`config.mk`:
```
export PLATFORM = sky130hd
export DESIGN_NAME = vol_avg_sampler
export DESIGN_NICKNAME = d
export VERILOG_FILES = /design/src/rtl/vol_avg_pkg.sv /design/src/rtl/vol_ring_avg.sv /design/src/rtl/vol_avg_sampler.sv
export SDC_FILE = /design/constraint.sdc
export NUM_CORES = 1
export LEC_CHECK = 0
export ABC_AREA = 1
export CAP_MARGIN = 20
export CORE_MARGIN = 2
export CORE_UTILIZATION = 45
export DETAILED_ROUTE_END_ITERATION = 10
export GPL_TIMING_DRIVEN = 0
export SLEW_MARGIN = 30
export SYNTH_ARGS = -nofsm -noshare
export SYNTH_HDL_FRONTEND = slang
export SYNTH_SLANG_ARGS = --single-unit
```
`constraint.sdc`:
```
create_clock -name sclk -period 3.4 [get_ports sclk]
set_input_delay 0.68 -clock sclk [delete_from_list [all_inputs] [get_ports sclk]]
set_output_delay 0.68 -clock sclk [all_outputs]
set_load 0.005 [all_outputs]
```
`src/rtl/vol_avg_pkg.sv`:
```
// rtl/vol_avg_pkg.sv - shared types and constant helpers for the volume sampler
package vol_avg_pkg;

  typedef enum logic [1:0] {
    ST_IDLE,
    ST_TRIG,
    ST_WAIT,
    ST_UPDATE
  } state_t;

  // Number of clock cycles spanning the given number of milliseconds.
  function automatic int ms_cycles(input int freq, input int ms);
    return (freq / 1000) * ms;
  endfunction

  function automatic int sum_width(input int avg_log2);
    return 8 + avg_log2;
  endfunction

endpackage

```
`src/rtl/vol_ring_avg.sv`:
```
// rtl/vol_ring_avg.sv - moving-average ring buffer with rounded, saturated mean
module vol_ring_avg
  import vol_avg_pkg::*;
#(
  parameter int AVG_LOG2 = 3
) (
  input  logic       sclk,
  input  logic       rst,
  input  logic       wr,
  input  logic [7:0] sample,
  output logic [7:0] avg,
  output logic       avg_valid
);

  localparam int DEPTH  = 1 << AVG_LOG2;
  localparam int SUM_W  = sum_width(AVG_LOG2);
  localparam int WP_W   = (AVG_LOG2 > 0) ? AVG_LOG2 : 1;
  localparam int FILL_W = AVG_LOG2 + 1;

  localparam logic [SUM_W:0]    RND       = (SUM_W + 1)'(DEPTH / 2);
  localparam logic [FILL_W-1:0] FILL_FULL = FILL_W'(DEPTH);
  localparam logic [WP_W-1:0]   WP_LAST   = WP_W'(DEPTH - 1);

  logic [7:0]        ring_mem [DEPTH];
  logic [WP_W-1:0]   wp;
  logic [FILL_W-1:0] fill;
  logic [SUM_W-1:0]  sum;

  logic [SUM_W-1:0]  sum_next;
  logic [FILL_W-1:0] fill_next;
  logic [WP_W-1:0]   wp_next;
  logic [SUM_W:0]    rounded;
  logic [7:0]        avg_next;

  // The mean is derived from the post-update sum so it lands in the same edge as the write.
  always_comb begin
    sum_next  = sum - SUM_W'(ring_mem[wp]) + SUM_W'(sample);
    fill_next = (fill == FILL_FULL) ? fill : fill + 1'b1;
    wp_next   = (wp == WP_LAST) ? '0 : wp + 1'b1;
    rounded   = ({1'b0, sum_next} + RND) >> AVG_LOG2;
    avg_next  = (rounded > (SUM_W + 1)'(255)) ? 8'hFF : rounded[7:0];
  end

  always_ff @(posedge sclk) begin
    if (rst) begin
      sum       <= '0;
      wp        <= '0;
      fill      <= '0;
      avg       <= '0;
      avg_valid <= 1'b0;
      for (int i = 0; i < DEPTH; i++) begin
        ring_mem[i] <= '0;
      end
    end else begin
      avg_valid <= 1'b0;
      if (wr) begin
        ring_mem[wp] <= sample;
        sum          <= sum_next;
        wp           <= wp_next;
        fill         <= fill_next;
        if (fill_next == FILL_FULL) begin
          avg       <= avg_next;
          avg_valid <= 1'b1;
        end
      end
    end
  end

endmodule

```
`src/rtl/vol_avg_sampler.sv`:
```
// rtl/vol_avg_sampler.sv - trigger sequencer and averaging front end for the I2C ADC block
module vol_avg_sampler
  import vol_avg_pkg::*;
#(
  parameter int SCLK_FREQ        = 50_000_000,
  parameter int SAMPLE_PERIOD_MS = 10,
  parameter int TIMEOUT_MS       = 5,
  parameter int AVG_LOG2         = 3
) (
  input  logic       sclk,
  input  logic       rst,
  input  logic       en,
  input  logic       man_trig,
  output logic       gs_trig,
  input  logic       gs_done,
  input  logic [7:0] vol_in,
  output logic [7:0] avg_out,
  output logic       avg_valid,
  output logic [7:0] last_vol,
  output logic       busy,
  output logic       err_timeout
);

  localparam int PERIOD_CYC = ms_cycles(SCLK_FREQ, SAMPLE_PERIOD_MS);
  localparam int TO_CYC     = ms_cycles(SCLK_FREQ, TIMEOUT_MS);
  localparam int PER_W      = $clog2(PERIOD_CYC + 1);
  localparam int TO_W       = $clog2(TO_CYC + 1);

  localparam logic [PER_W-1:0] PER_LAST = PER_W'(PERIOD_CYC - 1);
  localparam logic [TO_W-1:0]  TO_LOAD  = TO_W'(TO_CYC - 1);
  localparam logic [TO_W-1:0]  TO_ONE   = TO_W'(1);

  state_t           state;
  logic [PER_W-1:0] per_cnt;
  logic [TO_W-1:0]  to_cnt;
  logic             pending;
  logic [7:0]       sample;
  logic             tick;
  logic             req;
  logic             wr;

  assign tick = en && (per_cnt == PER_LAST);
  assign req  = tick || man_trig;
  assign wr   = (state == ST_UPDATE);

  always_ff @(posedge sclk) begin
    if (rst || !en || tick) begin
      per_cnt <= '0;
    end else begin
      per_cnt <= per_cnt + 1'b1;
    end
  end

  // Timeout counts down from TRIG so err_timeout lands TIMEOUT_MS after gs_trig.
  always_ff @(posedge sclk) begin
    if (rst) begin
      state       <= ST_IDLE;
      pending     <= 1'b0;
      gs_trig     <= 1'b0;
      busy        <= 1'b0;
      err_timeout <= 1'b0;
      to_cnt      <= '0;
      sample      <= '0;
      last_vol    <= '0;
    end else begin
      gs_trig     <= 1'b0;
      err_timeout <= 1'b0;
      if (req) begin
        pending <= 1'b1;
      end
      case (state)
        ST_IDLE: begin
          if (pending || req) begin
            state   <= ST_TRIG;
            gs_trig <= 1'b1;
            busy    <= 1'b1;
            pending <= 1'b0;
          end
        end
        ST_TRIG: begin
          to_cnt <= TO_LOAD;
          state  <= ST_WAIT;
        end
        ST_WAIT: begin
          if (gs_done) begin
            sample   <= vol_in;
            last_vol <= vol_in;
            state    <= ST_UPDATE;
          end else if (to_cnt <= TO_ONE) begin
            err_timeout <= 1'b1;
            state       <= ST_IDLE;
            busy        <= 1'b0;
          end else begin
            to_cnt <= to_cnt - 1'b1;
          end
        end
        ST_UPDATE: begin
          state <= ST_IDLE;
          busy  <= 1'b0;
        end
        default: begin
          state <= ST_IDLE;
          busy  <= 1'b0;
        end
      endcase
    end
  end

  vol_ring_avg #(
    .AVG_LOG2(AVG_LOG2)
  ) u_ring (
    .sclk     (sclk),
    .rst      (rst),
    .wr       (wr),
    .sample   (sample),
    .avg      (avg_out),
    .avg_valid(avg_valid)
  );

endmodule

```
# Yosys cells after proc, flatten, opt, wreduce, memory -nomap -nowiden
# Memories as Yosys holds them, arrays and structs flattened. A register that Yosys moved wholly into a read port is not among the register bits.
# Index checks and enable logic that the tools add are counted.
# word_totals
regBits,78
ramBits,64
input_bits,13
output_inout_bits,20
elab_cells,86
n_memories,1
# op_classes
addsub,7
magnitude_cmp,2
eq_ne,12
mux,30
n_bitwise,3
n_reduce_logical,18
# memory_table
name,words,width,rd,rd_ports_with_merged_regs,wr,line_no,rtl
u_ring.ring_mem,8,8,1,1,8,vol_ring_avg.sv:24,logic [7:0] ring_mem [DEPTH];
# op_table
operator,n
18-bit two-way mux,2
18-bit one-hot mux with 2 select lines,1
19-bit by 1-bit adder with 19-bit output (second input constant),1
19-bit equality test (second input constant),1
18-bit by 1-bit <= comparator with 1-bit output (second input constant),1
18-bit by 1-bit subtractor with 18-bit output (second input constant),1
8-bit two-way mux,2
1-bit two-way mux,15
11-bit by 3-bit adder with 12-bit output (second input constant),1
3-bit two-way mux,4
11-bit by 8-bit adder with 11-bit output,1
11-bit by 8-bit subtractor with 11-bit output,1
9-bit by 8-bit greater-than comparator with 1-bit output (second input constant),1
4-bit equality test (second input constant),2
2-bit inequality test (second input constant),4
2-bit one-hot mux with 4 select lines,1
8-bit OR reduction,1
2-bit two-way mux,3
2-bit AND reduction,3
4-bit by 1-bit adder with 4-bit output (second input constant),1
2-bit equality test (second input constant),2
1-bit logical OR,4
4-bit two-way mux,1
4-bit AND reduction,1
14 further kinds,17

# Longest topological paths before layout
# depth
ltp_word,6
mapped_depth,24
mapped_depth_nobuf,23

# By module
# A second synthesis with hierarchy kept.
# hier_totals
hier_cells,987
hier_area_um2,7657.3
# by_module_without_submodules
module,n_inst,cells_each,area_per_inst_um2,seq_area_each_um2
vol_ring_avg,1,586,4938.5,2522.4
vol_avg_sampler,1,401,2718.9,1021.0

# Worst setup path after synthesis
# OpenSTA, ideal clock, no wires.
# synth_path
kind,reg2reg
from,register with a tool-made name
to,register u_ring.avg[5]
setup_ps,121
arrival_ps,3090
required_time_ps,3279
path_slack_ps,189
path_stages_with_launch,19
synth_period_minus_slack_ps,3211
path_cell_list,dfxtp_1 inv_1 clkbuf_1 o21ai_0 o22ai_1 nor2_1 a31oi_1 fa_1 inv_1 ha_1 nand2_1 nand3_2 xor2_2 ha_1 nand3_1 nor3_1 nand3_1 a21oi_1 a21oi_1
# synth_rtl
item,line_no,rtl
to (signal assigned),vol_ring_avg.sv:62,avg <= avg_next;
to (decl),vol_ring_avg.sv:11,"output logic [7:0] avg,"

==> reports/summary.txt <==
result of the run = finished, final reports clean
DR iter-0 viols = 400
number of I/O port buffers = 32
critical path class = flip-flop to flip-flop
final number of max-transition violations = 0
wire length of the first global-routing pass = 29.17 mm
die footprint = 0.01732 mm²
Gate Count Post-Synth = 911
number of buffers created by CTS = 17
post-synthesis sequential area ratio = 0.4836
number of register bits inferred by synthesis = 145
starting utilization of the core area = 0.4612
largest net degree at the start of global routing = 17
data required time at the worst endpoint = 3.75 ns
GPL Wtd Cong = 0.8747
post-DR wirelength/cell = 15.94 µm
Max-Cap Viols = 0
number of levels the H-tree was split into = 4
timing-limited maximum frequency = 298.1 MHz
Slew @ Worst Pin = 0.6268 ns
synth warn = 0
peak ir drop on the vdd network = 0.5592 mV
horizontal die dimension = 131.6 µm
largest clock skew in the final design = 0.007495 ns
total power density per cell area = 950.2 mW/mm²
CP max stage cell = sky130_fd_sc_hd__fa_1
Skew-Pair Late Insertion Delay = 0.42 ns
layout cells sized above 1 = 0.2116
DRT Pass-1 Iters = 5
most common cell after layout, fill and taps aside = sky130_fd_sc_hd__nor2_1
Root Buffer = sky130_fd_sc_hd__clkbuf_16
CP peak stage delay = 0.47 ns
final HPWL from detailed placement = 13.18 mm
nature of the critical path endpoint = flip-flop
synthesized netlist net count = 951
number of synthesized flops with an enable pin = 64
final net count = 1030
number of buffers on the longest clock path = 2
via count of the routed design = 6292
Max FO, Critical Path = 8
area of the mapped netlist = 0.007327 mm²
count of final hold-check violations = 0
portion of the clock cycle consumed by the worst path in the final layout = 0.9865
highest-count cells in the layout ignoring fill and taps = sky130_fd_sc_hd__nor2_1, sky130_fd_sc_hd__nand2_1, sky130_fd_sc_hd__inv_1
capture point of the worst path = u_ring.avg[5]$_SDFFE_PP0P_
most used flip-flop cell after synthesis = sky130_fd_sc_hd__dfxtp_1
remaining antenna violation count after routing = 0
clock input transition at the sequential cells of the worst setup and hold paths = 0.06 ns
average size of a mapped cell = 8.043 µm²
Async SR Flop Fraction = 0
placed insts = 1159
global route total overflow = 0
DIE HEIGHT = 131.6 µm
Power Total = 9.026 mW
post-DR vias/cell = 5.166
terminus of the critical flop-to-flop path = u_ring.avg[5]$_SDFFE_PP0P_
total wirelength of the detailed-routed design = 19.42 mm
setup slack of the worst register-to-register path = 0.05 ns
Final setup viols = 0
CTS Sinks = 145
post-layout instance count excluding filler cells = 1218
critical-path cell list = buf_8, o21ai_1, o22ai_2, nor2_1, a31oi_2, fa_1, inv_2, ha_4, nand2_1, nand2_2, a21oi_2, nand2_1, nand2_1, nand2_2, nor2_4, nand4_1, or2_1, buf_6, a21oi_2
number of distinct standard cells referenced by the synthesized netlist = 40
setup repair after global routing missed its margin = true
Most common cell on crit path = sky130_fd_sc_hd__nand2_1
number of antenna violations at the first check in global routing = 0
class of the tightest hold or removal check = flip-flop to flip-flop
Diodes inserted = 0
standard-cell row count = 46
relative slew slack = 0.5821
layout overhead on the synthesized area = 29.64%
Worst R2R Path Depth = 19
Core Area = 0.01589 mm²
leakage power figure = 3.741 nW
I/O Pins = 33
min cycle time layout = 3.354 ns
# DRC = 0
all-layer global routing usage = 0.2152
via count of the first global-routing pass = 5648
Startpoint Class = flip-flop
Arr. time, crit path = 3.71 ns
CTS tree = yes
[sequential cells by signal (all words and copies together), names as in the netlist, named ones only]
name	cells
u_ring.ring_mem	64
per_cnt	19
to_cnt	18
u_ring.sum	11
sample	8
u_ring.avg	8
u_ring.fill	4
u_ring.wp	3
state	2
busy	1
err_timeout	1
gs_trig	1
pending	1
u_ring.avg_valid	1
[synth_stat cells, types with 2 or more instances]
cell / n / area, µm²
sky130_fd_sc_hd__or2_0: 2 / 12.51
sky130_fd_sc_hd__nor2_2: 3 / 18.77
sky130_fd_sc_hd__inv_2: 8 / 30.03
sky130_fd_sc_hd__nand3b_1: 2 / 15.01
sky130_fd_sc_hd__nand2_1: 132 / 495.5
sky130_fd_sc_hd__nor4_1: 7 / 43.79
sky130_fd_sc_hd__a21oi_1: 63 / 315.3
sky130_fd_sc_hd__ha_1: 19 / 237.7
sky130_fd_sc_hd__nor2_1: 189 / 709.4
sky130_fd_sc_hd__xor2_1: 15 / 131.4
sky130_fd_sc_hd__nand4_1: 14 / 87.58
sky130_fd_sc_hd__nor2_4: 3 / 33.78
sky130_fd_sc_hd__buf_2: 4 / 20.02
sky130_fd_sc_hd__xnor2_1: 9 / 78.83
sky130_fd_sc_hd__nand3_2: 3 / 30.03
sky130_fd_sc_hd__inv_1: 98 / 367.9
sky130_fd_sc_hd__o22ai_1: 8 / 50.05
sky130_fd_sc_hd__clkbuf_1: 23 / 86.33
sky130_fd_sc_hd__or2_2: 6 / 37.54
sky130_fd_sc_hd__fa_1: 8 / 160.2
sky130_fd_sc_hd__nand3_1: 21 / 105.1
sky130_fd_sc_hd__dfxtp_1: 81 / 1622
sky130_fd_sc_hd__nor3_1: 16 / 80.08
sky130_fd_sc_hd__o21ai_0: 82 / 410.4
sky130_fd_sc_hd__edfxtp_1: 64 / 1922
sky130_fd_sc_hd__nand2_2: 7 / 43.79
sky130_fd_sc_hd__a31oi_1: 10 / 62.56
sky130_fd_sc_hd__o21a_1: 2 / 15.01
[critical path: cells and delay by family, from the launching register on]
kind	cells	cell delay, ns
simple gates	9	0.91
buf+inv	3	0.39
fa+ha+maj	2	0.69
compound gates	5	0.87
flops	1	0.43
[what timing repair did]
action,in CTS,in global routing
buffers inserted,3,22
gates resized for setup,81,140
pin swaps,17,53
setup endpoints to repair,14,8
hold buffers,0,0
cloned,2,1
[final cells by class]
cell class,count,area (µm²)
plain buffers,28,202.7
clock buffers,19,432.9
clock inverters,12,190.2
fillers,1487,6386
inverters,108,421.7
multi-input cells,630,3864
flip-flops and latches,145,3551
well taps,216,270.3
repair buffers,60,566.8
[worst min path at each step]
stage	slack [ns]	end	depth (start not counted)	from
after floorplan	0.43	per_cnt[0]$_SDFF_PP0_	1	per_cnt[0]$_SDFF_PP0_
after global placement	0.44	per_cnt[0]$_SDFF_PP0_	1	per_cnt[0]$_SDFF_PP0_
after detailed placement	0.46	per_cnt[0]$_SDFF_PP0_	1	per_cnt[0]$_SDFF_PP0_
after CTS	0.47	u_ring.sum[0]$_SDFFE_PP0P_	2	u_ring.sum[0]$_SDFFE_PP0P_
after global routing	0.47	u_ring.sum[0]$_SDFFE_PP0P_	2	u_ring.sum[0]$_SDFFE_PP0P_
final	0.46	u_ring.sum[0]$_SDFFE_PP0P_	2	u_ring.sum[0]$_SDFFE_PP0P_
[stage by stage]
stage / cell area (µm²) / setup TNS (ns) / worst slack, ns / hold WS, ns / util
2_1_floorplan: 7327 / 0 / 0.1890 / 0.4295 / -
3_3_place_gp: 7918 / -5.538 / -0.7237 / 0.4437 / 0.4984
3_5_place_dp: 7918 / -5.890 / -0.6965 / 0.4560 / 0.4984
4_1_cts: 8871 / 0 / 0.002720 / 0.4666 / 0.5584
5_1_grt: 9499 / -0.9248 / -0.1461 / 0.4720 / 0.5980
6_report: 9499 / 0 / 0.04593 / 0.4589 / 0.5980
[metal layers]
metal  routed length, µm  global-route usage  vias up
met4                 262             0.06703        0
met3                1118             0.04360       23
met1                9055              0.3021     2941
met2                8983              0.3351      174
met5                   0                   0        -
li1                    -                   -     3154
[power by group]
part | total (mW) | switching, mW | internal [mW]
registers | 2.16 | 0.150 | 2.01
logic | 4.87 | 2.88 | 1.99
clock network | 2.00 | 0.710 | 1.29
[logic make-up (layout without fill, tap and decap cells)]
logic type               Yosys count  in the layout  share of synthesized area
flip-flops                       145            145                     0.4836
adder cells (fa/ha/maj)           27             27                    0.05430
buffers and inverters            136            227                    0.07104
AND/OR/NAND/NOR                  410            410                     0.2399
XOR/XNOR                          25             25                    0.03091
AO/OA/AOI/OAI                    168            168                     0.1202
(Power assumes the default switching activity.)
